--- config.mk ---
export PLATFORM = sky130hd
export DESIGN_NAME = ascii_to_hid_keys
export DESIGN_NICKNAME = d
export VERILOG_FILES = /design/src/rtl/ascii_to_hid_pkg.sv /design/src/rtl/sync_fifo.sv /design/src/rtl/ascii_to_hid_keys.sv
export SDC_FILE = /design/constraint.sdc
export NUM_CORES = 1
export LEC_CHECK = 0
export ABC_AREA = 1
export CAP_MARGIN = 0
export CORE_UTILIZATION = 65
export CTS_BUF_LIST = sky130_fd_sc_hd__clkbuf_2 sky130_fd_sc_hd__clkbuf_4 sky130_fd_sc_hd__clkbuf_8
export DETAILED_ROUTE_END_ITERATION = 10
export PLACE_DENSITY = 0.88
export SLEW_MARGIN = 40
export SYNTH_ARGS = -nofsm -noshare
export SYNTH_HDL_FRONTEND = slang
export SYNTH_SLANG_ARGS = --single-unit
--- constraint.sdc ---
create_clock -name clk -period 5.1 [get_ports clk]
set_clock_uncertainty 0.1 [all_clocks]
set_input_delay 0.765 -clock clk [delete_from_list [all_inputs] [get_ports clk]]
set_output_delay 0.765 -clock clk [all_outputs]
set_load 0.05 [all_outputs]
--- src/rtl/ascii_to_hid_pkg.sv ---
// ascii_to_hid_pkg: FSM states, HID usage constants and the ASCII-to-HID mapping function.
// Macro ASCII_TO_HID_SHIFT_EN: when defined, uppercase letters and shifted symbols
// map with the left-shift modifier; otherwise uppercase folds to lowercase and
// shifted symbols are unmapped.
package ascii_to_hid_pkg;

    typedef logic [1:0] state_t;
    localparam state_t ST_IDLE   = 2'd0;
    localparam state_t ST_LOOKUP = 2'd1;
    localparam state_t ST_FIRE   = 2'd2;
    localparam state_t ST_GAP    = 2'd3;

    localparam logic [7:0] HID_A         = 8'h04;
    localparam logic [7:0] HID_1         = 8'h1E;
    localparam logic [7:0] HID_0         = 8'h27;
    localparam logic [7:0] HID_ENTER     = 8'h28;
    localparam logic [7:0] HID_BACKSPACE = 8'h2A;
    localparam logic [7:0] HID_TAB       = 8'h2B;
    localparam logic [7:0] HID_SPACE     = 8'h2C;
    localparam logic [7:0] HID_MINUS     = 8'h2D;
    localparam logic [7:0] HID_EQUAL     = 8'h2E;
    localparam logic [7:0] HID_LBRACKET  = 8'h2F;
    localparam logic [7:0] HID_RBRACKET  = 8'h30;
    localparam logic [7:0] HID_BACKSLASH = 8'h31;
    localparam logic [7:0] HID_SEMICOLON = 8'h33;
    localparam logic [7:0] HID_QUOTE     = 8'h34;
    localparam logic [7:0] HID_GRAVE     = 8'h35;
    localparam logic [7:0] HID_COMMA     = 8'h36;
    localparam logic [7:0] HID_PERIOD    = 8'h37;
    localparam logic [7:0] HID_SLASH     = 8'h38;

    localparam logic [7:0] MOD_NONE   = 8'h00;
    localparam logic [7:0] MOD_LSHIFT = 8'h02;
`ifdef ASCII_TO_HID_SHIFT_EN
    localparam logic [7:0] MOD_UPPER = MOD_LSHIFT;
`else
    localparam logic [7:0] MOD_UPPER = MOD_NONE;
`endif

    // Returns {mapped, modifier[7:0], usage[7:0]}.
    function automatic logic [16:0] ascii2hid(input logic [7:0] c);
        logic       ok;
        logic [7:0] md;
        logic [7:0] code;
        ok   = 1'b1;
        md   = MOD_NONE;
        code = 8'h00;
        if (c inside {[8'h61:8'h7A]}) code = HID_A + (c - 8'h61);
        else if (c inside {[8'h41:8'h5A]}) {md, code} = {MOD_UPPER, 8'(HID_A + (c - 8'h41))};
        else if (c inside {[8'h31:8'h39]}) code = HID_1 + (c - 8'h31);
        else begin
            case (c)
                8'h30:        code = HID_0;
                8'h0A, 8'h0D: code = HID_ENTER;
                8'h08:        code = HID_BACKSPACE;
                8'h09:        code = HID_TAB;
                8'h20:        code = HID_SPACE;
                8'h2D:        code = HID_MINUS;
                8'h3D:        code = HID_EQUAL;
                8'h5B:        code = HID_LBRACKET;
                8'h5D:        code = HID_RBRACKET;
                8'h5C:        code = HID_BACKSLASH;
                8'h3B:        code = HID_SEMICOLON;
                8'h27:        code = HID_QUOTE;
                8'h60:        code = HID_GRAVE;
                8'h2C:        code = HID_COMMA;
                8'h2E:        code = HID_PERIOD;
                8'h2F:        code = HID_SLASH;
`ifdef ASCII_TO_HID_SHIFT_EN
                8'h21:        {md, code} = {MOD_LSHIFT, 8'h1E};
                8'h40:        {md, code} = {MOD_LSHIFT, 8'h1F};
                8'h23:        {md, code} = {MOD_LSHIFT, 8'h20};
                8'h24:        {md, code} = {MOD_LSHIFT, 8'h21};
                8'h25:        {md, code} = {MOD_LSHIFT, 8'h22};
                8'h5E:        {md, code} = {MOD_LSHIFT, 8'h23};
                8'h26:        {md, code} = {MOD_LSHIFT, 8'h24};
                8'h2A:        {md, code} = {MOD_LSHIFT, 8'h25};
                8'h28:        {md, code} = {MOD_LSHIFT, 8'h26};
                8'h29:        {md, code} = {MOD_LSHIFT, HID_0};
                8'h5F:        {md, code} = {MOD_LSHIFT, HID_MINUS};
                8'h2B:        {md, code} = {MOD_LSHIFT, HID_EQUAL};
                8'h7B:        {md, code} = {MOD_LSHIFT, HID_LBRACKET};
                8'h7D:        {md, code} = {MOD_LSHIFT, HID_RBRACKET};
                8'h7C:        {md, code} = {MOD_LSHIFT, HID_BACKSLASH};
                8'h3A:        {md, code} = {MOD_LSHIFT, HID_SEMICOLON};
                8'h22:        {md, code} = {MOD_LSHIFT, HID_QUOTE};
                8'h7E:        {md, code} = {MOD_LSHIFT, HID_GRAVE};
                8'h3C:        {md, code} = {MOD_LSHIFT, HID_COMMA};
                8'h3E:        {md, code} = {MOD_LSHIFT, HID_PERIOD};
                8'h3F:        {md, code} = {MOD_LSHIFT, HID_SLASH};
`endif
                default:      ok = 1'b0;
            endcase
        end
        return {ok, md, code};
    endfunction

endpackage

--- src/rtl/sync_fifo.sv ---
// sync_fifo: single-clock FIFO with full/empty flags and a combinational head output.
// Ports: clk, rst (sync active-high), wr_en/wr_data push, rd_en pop,
// rd_data = current head entry, full, empty.
module sync_fifo #(
    parameter int WIDTH = 8,
    parameter int DEPTH = 16
) (
    input  logic             clk,
    input  logic             rst,
    input  logic             wr_en,
    input  logic [WIDTH-1:0] wr_data,
    input  logic             rd_en,
    output logic [WIDTH-1:0] rd_data,
    output logic             full,
    output logic             empty
);

    localparam int AW = $clog2(DEPTH);
    localparam logic [AW:0] FULL_CNT = DEPTH[AW:0];

    logic [WIDTH-1:0] mem [DEPTH];
    logic [AW-1:0]    wr_ptr;
    logic [AW-1:0]    rd_ptr;
    logic [AW:0]      count;
    logic             do_wr;
    logic             do_rd;

    // A pop frees the head slot in the same edge, so push-while-full is accepted when popping.
    assign do_wr   = wr_en && (!full || rd_en);
    assign do_rd   = rd_en && !empty;
    assign full    = count == FULL_CNT;
    assign empty   = count == '0;
    assign rd_data = mem[rd_ptr];

    always_ff @(posedge clk) begin
        if (do_wr) mem[wr_ptr] <= wr_data;
    end

    always_ff @(posedge clk) begin
        if (rst) begin
            wr_ptr <= '0;
            rd_ptr <= '0;
            count  <= '0;
        end else begin
            if (do_wr) wr_ptr <= wr_ptr + 1'b1;
            if (do_rd) rd_ptr <= rd_ptr + 1'b1;
            count <= count + {{AW{1'b0}}, do_wr} - {{AW{1'b0}}, do_rd};
        end
    end

endmodule

--- src/rtl/ascii_to_hid_keys.sv ---
// ascii_to_hid_keys: buffers an ASCII stream and types it as paced HID key requests.
// Ports: clk, rst (sync active-high); in_data/in_valid/in_ready byte input;
// key_value {modifier, usage} with one-cycle key_request pulse; busy; drop_count
// (saturating count of unmapped bytes). Macro ASCII_TO_HID_SHIFT_EN enables
// shifted characters (see ascii_to_hid_pkg).
module ascii_to_hid_keys
    import ascii_to_hid_pkg::*;
#(
    parameter int FIFO_DEPTH  = 16,
    parameter int PACE_CYCLES = 6000000
) (
    input  logic        clk,
    input  logic        rst,
    input  logic [7:0]  in_data,
    input  logic        in_valid,
    output logic        in_ready,
    output logic [15:0] key_value,
    output logic        key_request,
    output logic        busy,
    output logic [7:0]  drop_count
);

    localparam int GW = $clog2(PACE_CYCLES);
    // FIRE-to-FIRE spacing is FIRE + GAP + IDLE + LOOKUP, so GAP lasts PACE_CYCLES-3 cycles.
    localparam logic [GW-1:0] GAP_LOAD = GW'(PACE_CYCLES - 3);

    state_t         state;
    logic [7:0]     hold;
    logic [15:0]    next_value;
    logic           cr_sup;
    logic [GW-1:0]  gap_cnt;
    logic [7:0]     head;
    logic [16:0]    map;
    logic           fifo_full;
    logic           fifo_empty;
    logic           pop;

    assign in_ready = !fifo_full && !rst;
    assign pop      = (state == ST_IDLE) && !fifo_empty;
    assign map      = ascii2hid(hold);
    assign busy     = !fifo_empty || (state != ST_IDLE);

    sync_fifo #(.WIDTH(8), .DEPTH(FIFO_DEPTH)) u_fifo (
        .clk     (clk),
        .rst     (rst),
        .wr_en   (in_valid && in_ready),
        .wr_data (in_data),
        .rd_en   (pop),
        .rd_data (head),
        .full    (fifo_full),
        .empty   (fifo_empty)
    );

    always_ff @(posedge clk) begin
        if (rst) begin
            state       <= ST_IDLE;
            hold        <= 8'h00;
            next_value  <= 16'h0000;
            cr_sup      <= 1'b0;
            gap_cnt     <= '0;
            key_value   <= 16'h0000;
            key_request <= 1'b0;
            drop_count  <= 8'h00;
        end else begin
            key_request <= 1'b0;
            case (state)
                ST_IDLE: begin
                    if (pop) begin
                        hold  <= head;
                        state <= ST_LOOKUP;
                    end
                end
                ST_LOOKUP: begin
                    next_value <= map[15:0];
                    if (!map[16]) begin
                        drop_count <= drop_count + {7'd0, drop_count != 8'hFF};
                        state      <= ST_IDLE;
                    end else if (hold == 8'h0A && cr_sup) begin
                        // LF directly after CR was already typed as Enter.
                        cr_sup <= 1'b0;
                        state  <= ST_IDLE;
                    end else begin
                        state <= ST_FIRE;
                    end
                end
                ST_FIRE: begin
                    key_value   <= next_value;
                    key_request <= 1'b1;
                    cr_sup      <= hold == 8'h0D;
                    gap_cnt     <= GAP_LOAD;
                    state       <= ST_GAP;
                end
                default: begin
                    gap_cnt <= gap_cnt - 1'b1;
                    state   <= (gap_cnt == GW'(1)) ? ST_IDLE : ST_GAP;
                end
            endcase
        end
    end

endmodule

==> flow_summary.toml, run 1 <==
[yosys]
synth_edf_count = 128
synth_common_cells = "nor2_1, edfxtp_1, nand2_1"
syn-cell-area_mm2 = 0.00915
synth.avg_cell_area_um2 = 9.53
ys.flop_type = "edfxtp_1"
netlist_top_cells_area = "edfxtp_1, dfxtp_1, nor2_1"
yosysMostFrequentCell = "nor2_1"
synth_top_area_cell = "edfxtp_1"
syn_inst = 961
synth_top_area_share_pct = 42.0
synth_warnings = 0
yosysUniqueCellTypes = 47
seq_area_frac_synth_pct = 57.7
async_flop_share_pct = 0
ys_seq_elements = 200

[clock_tree]
hold_buffers = 0
path_clk_slew_ns = 0.10
cts_htree_levels = 4
cts-root-buf = "clkbuf_8"
cts_buffer_depth = 2
cts_tree = "built"
cts_resized = 0
clk_latency_ns = 0.48
cts_setup_buffers = 0
cts_made_buffers = 17
cts.sinks = 200

[global_route]
grt_pass1_vias = 6722
antenna_found_initial = 0
grt_use_total_pct = 31.3
grt_pass1_wl_um = 34300
grt_max_degree = 62
grt_remaining_overflow = 0

[timing]
tightestPinTransition_ns = 0.819
relSlewSlack_pct = 45.2
post-route-period-util_pct = 60.6
rsz0062_at_grt = "no"
maxSlewViolCount = 0
fmax_mhz = 324
whs_ns = 0.345
setup-tns-final_ns = 0
setup_viol = 0
fin_crit_ns = 3.09
hold_violations = 0

[layout]
final_cells = 1163
drive_above_1_share_pct = 7.19
final_nets = 1006
area_delta_synth_final_pct = 8.57
antennaDiodeCount = 0

[floorplanning]
io_pins = 38
chipHeight_um = 121
rows = 42
die-area_mm2 = 0.0146
initial_core_util_pct = 67.8
core_area_mm2 = 0.0135
die_w_um = 121

[critical_path]
worstRegToRegCells = 14
critical_path_class = "in -> reg"
regToRegStartpoint = "u_fifo.count[3]"
critical_path_arrival_ns = 3.41
critPathMaxFanout = 19
worstSetupStartpointType = "input pin"
r2r_end = "u_fifo.count[4]"
end_kind = "flip-flop"
r2r_slack_ns = 2.10
worstPathRequired_ns = 5.42

[min_path]
min_path_type = "reg -> reg"
hold_path_depth = 2
hp-start = "next_value[7]"
min_to = "next_value[7]"

[placed_design]
gp_congestion = 0.891
dpl.hpwl_um = 13900
place_inst = 1131
io_buffers = 29

[power_and_ir_drop]
p_total_w = 0.00510
p_leak_nw = 3.77
powerDensity_mw_per_mm2 = 513
ir_drop_mv = 0.324

[detailed_routing]
drt_iter0_drc = 1042
drt_first_pass_iters = 6
routed_wl_um = 21300
num_vias = 7161
ant_nets = 0
via_per_inst = 6.16
drc = 0
wl_per_cell_um = 18.3

[flow_run]
maxCapViolations = 0

[status]
status = "complete, no violations"
layout make-up:
class                   instances  area (um2)
clock buffers                  18         241
clock inverters                14         194
fillers                       861        3570
inverters                      95         357
multi-input cells             625        3310
flip-flops and latches        200        5290
well taps                     176         220
repair buffers                 35         333
layout by cell type (no fill, tap or decap), types with 6 or more instances in the layout:
cell,n
inv_2,12
o21ai_0,94
buf_4,7
edfxtp_1,128
o211ai_1,9
dfxtp_1,71
a21oi_1,58
clkdlybuf4s50_1,28
xor2_1,11
nor2_1,146
nor3_1,10
o221ai_1,25
nand2_1,124
a22o_1,6
o22ai_1,8
clkbuf_8,17
inv_1,80
ha_1,20
nand3_1,41
nand4_1,24
conb_1,8
worst max-delay path, cell delays in order:
cell and delay, ns:
clkdlybuf4s50_1 0.48, clkinv_1 0.42, nand2_1 0.22, inv_1 0.08, nand2_1 0.13, inv_1 0.14, ha_1 0.26, fa_1 0.41
nand2_1 0.09, a21oi_1 0.07, nor2_1 0.11, o21ai_0 0.08, a21oi_1 0.13
per-stage QoR:
stage	cell area (um2)	utilization, %	setup slack, ns
after floorplan	9180	-	2.46
after global placement	9500	70.3	1.72
after detailed placement	9500	70.4	1.58
after CTS	9940	73.6	2.00
after global routing	9940	73.6	1.75
final	9940	73.6	2.01
flip-flops by register name (all words and copies together), names as in the netlist, 5 cells and up:
signal and flops:
u_fifo.count 5, drop_count 8, gap_cnt 23, key_value 8
u_fifo.mem 128, hold 8, next_value 8
where the power goes:
| group | switching [W] | internal [W] |
|---|---|---|
| clock | 0.000557 | 0.000543 |
| sequential | 0.000163 | 0.00188 |
| combinational | 0.00136 | 0.000595 |
cells by family after synthesis:
| family | count (synthesis) | share of synthesized area, % |
|---|---|---|
| adders and majority gates | 21 | 2.95 |
| AOI/OAI and AO/OA | 210 | 13.5 |
| DFF | 200 | 57.7 |
| xor gates and xnor gates | 15 | 1.44 |
| other | 1 | 0.0410 |
| buffers and inverters | 143 | 6.45 |
| and+or+nand+nor | 371 | 17.9 |
worst max-delay path by stage:
stage	slack [ns]	cells after the start	startpoint	endpoint
6_report	2.01	13	rst	u_fifo.count[4]
5_1_grt	1.75	13	rst	u_fifo.count[4]
4_1_cts	2.00	13	rst	u_fifo.count[4]
3_5_place_dp	1.58	13	rst	u_fifo.count[4]
3_3_place_gp	1.72	13	rst	u_fifo.count[4]
2_1_floorplan	2.46	12	rst	u_fifo.count[4]
layer usage:
layer,global-route usage [%],up-vias,wire length (um)
met5,0,-,0
met4,13.3,0,542
met3,6.84,58,2320
met2,47.4,429,9970
met1,43.8,3344,8450
li1,-,3330,-
(Power assumes the default switching activity.)
==> inputs of run 2 (changes only) <==
CORE_UTILIZATION = 57   (was 65)
PLACE_DENSITY = 0.82   (was 0.88)
clock period = 2.8 ns   (was 5.1 ns; I/O delays follow)
==> flow_summary.toml, run 2 (synthesized netlist as in run 1, its figures left out) <==
[status]
status = "complete, no violations"

[global_route]
grt_use_total_pct = 26.2
grt_pass1_wl_um = 32700
grt_max_degree = 66
grt_pass1_vias = 6554
antenna_found_initial = 0
grt_remaining_overflow = 0

[timing]
tightestPinTransition_ns = 0.841
maxSlewViolCount = 0
fin_crit_ns = 2.70
post-route-period-util_pct = 96.3
relSlewSlack_pct = 43.8
hold_violations = 0
rsz0062_at_grt = "no"
fmax_mhz = 371
setup_viol = 0
setup-tns-final_ns = 0

[detailed_routing]
routed_wl_um = 20900
via_per_inst = 5.74
drt_first_pass_iters = 5
wl_per_cell_um = 17.1
drc = 0
drt_iter0_drc = 847
ant_nets = 0
num_vias = 7017

[placed_design]
gp_congestion = 0.865
io_buffers = 29
dpl.hpwl_um = 14100

[clock_tree]
clk_latency_ns = 0.48
cts_made_buffers = 17
cts_tree = "built"
hold_buffers = 0
cts_resized = 0
cts_setup_buffers = 0
cts_htree_levels = 4
path_clk_slew_ns = 0.10
cts_buffer_depth = 2
cts.sinks = 200
cts-root-buf = "clkbuf_8"

[critical_path]
critPathMaxFanout = 2
critical_path_class = "reg -> out"
worstPathRequired_ns = 2.28
critical_path_arrival_ns = 2.18
worstSetupStartpointType = "flip-flop"
end_kind = "primary output"

[layout]
largest_reg_flops = 128
mostFrequentLayoutCell = "nor2_1"
area_delta_synth_final_pct = 10.2
antennaDiodeCount = 0
final_nets = 1030
largestRegisters = "u_fifo.mem x128, gap_cnt x23"
regMostFlops = "u_fifo.mem"
multi_input_area_mm2 = 0.00331
drive_above_1_share_pct = 9.00
ff_latch_area_mm2 = 0.00529
post-route-util_pct = 65.4
n_fill_cell = 1223
mostFrequentLayoutCells = "nor2_1, edfxtp_1, nand2_1"

[floorplanning]
die-area_mm2 = 0.0166
core_area_mm2 = 0.0154
die_w_um = 129
chipHeight_um = 129
rows = 45
io_pins = 38
initial_core_util_pct = 59.3

[min_path]
min_path_type = "reg -> reg"

[power_and_ir_drop]
powerDensity_mw_per_mm2 = 892
p_leak_nw = 3.85
ir_drop_mv = 0.515

[flow_run]
maxCapViolations = 0
[run 2: cell type report]
class | instances | share of cell area (%)
Clock inverter | 15 | 1.15
Tap cell | 211 | 2.62
Inverter | 95 | 3.53
Multi-Input combinational cell | 625 | 32.8
Clock buffer | 17 | 2.32
Timing Repair Buffer | 59 | 5.21
Sequential cell | 200 | 52.4
[run 2: metrics by stage]
step | worst slack, ns | std cells | total power (W) | area (um2) | hold slack (ns)
global placement | 0.229 | 1190 | 0.00720 | 9740 | 0.326
CTS | 0.0668 | 1222 | 0.00894 | 10100 | 0.350
global route | 0.00444 | 1222 | 0.00956 | 10100 | 0.384
finish | 0.104 | 1222 | 0.00900 | 10100 | 0.344
detailed placement | 0.132 | 1190 | 0.00731 | 9740 | 0.336
floorplan | 0.377 | 968 | 0.00634 | 9180 | 0.319
[run 2: power breakdown]
part / switching (W) / total [W] / internal [W]
Clock: 0.00104 / 0.00168 / 0.000632
Combinational: 0.00245 / 0.00361 / 0.00116
Sequential: 0.000293 / 0.00371 / 0.00342
[run 2: metal layers]
| metal | global-route usage, % | wire length, um | vias up |
|---|---|---|---|
| li1 | - | - | 3384 |
| met1 | 34.7 | 8820 | 3225 |
| met2 | 41.3 | 9650 | 354 |
| met3 | 5.86 | 1820 | 54 |
| met4 | 12.4 | 579 | 0 |
| met5 | 0 | 0 | - |
[run 2: worst paths after layout]
kind | start | to | slack (ns) | cells past startpoint
max reg2reg | u_fifo.count[2] | u_fifo.count[4] | 0.39 | 14
min reg2reg | next_value[7] | next_value[7] | 0.34 | 2
min | next_value[7] | next_value[7] | 0.34 | 2
max | u_fifo.count[2] | busy | 0.10 | 6
[run 2: worst max-delay path, cell delays in order (launching register included)]
cell	delay [ns]
dfxtp_1	0.35
inv_1	0.06
ha_1	0.21
nand4_1	0.11
inv_1	0.05
nand2_1	0.10
clkdlybuf4s50_1	0.82
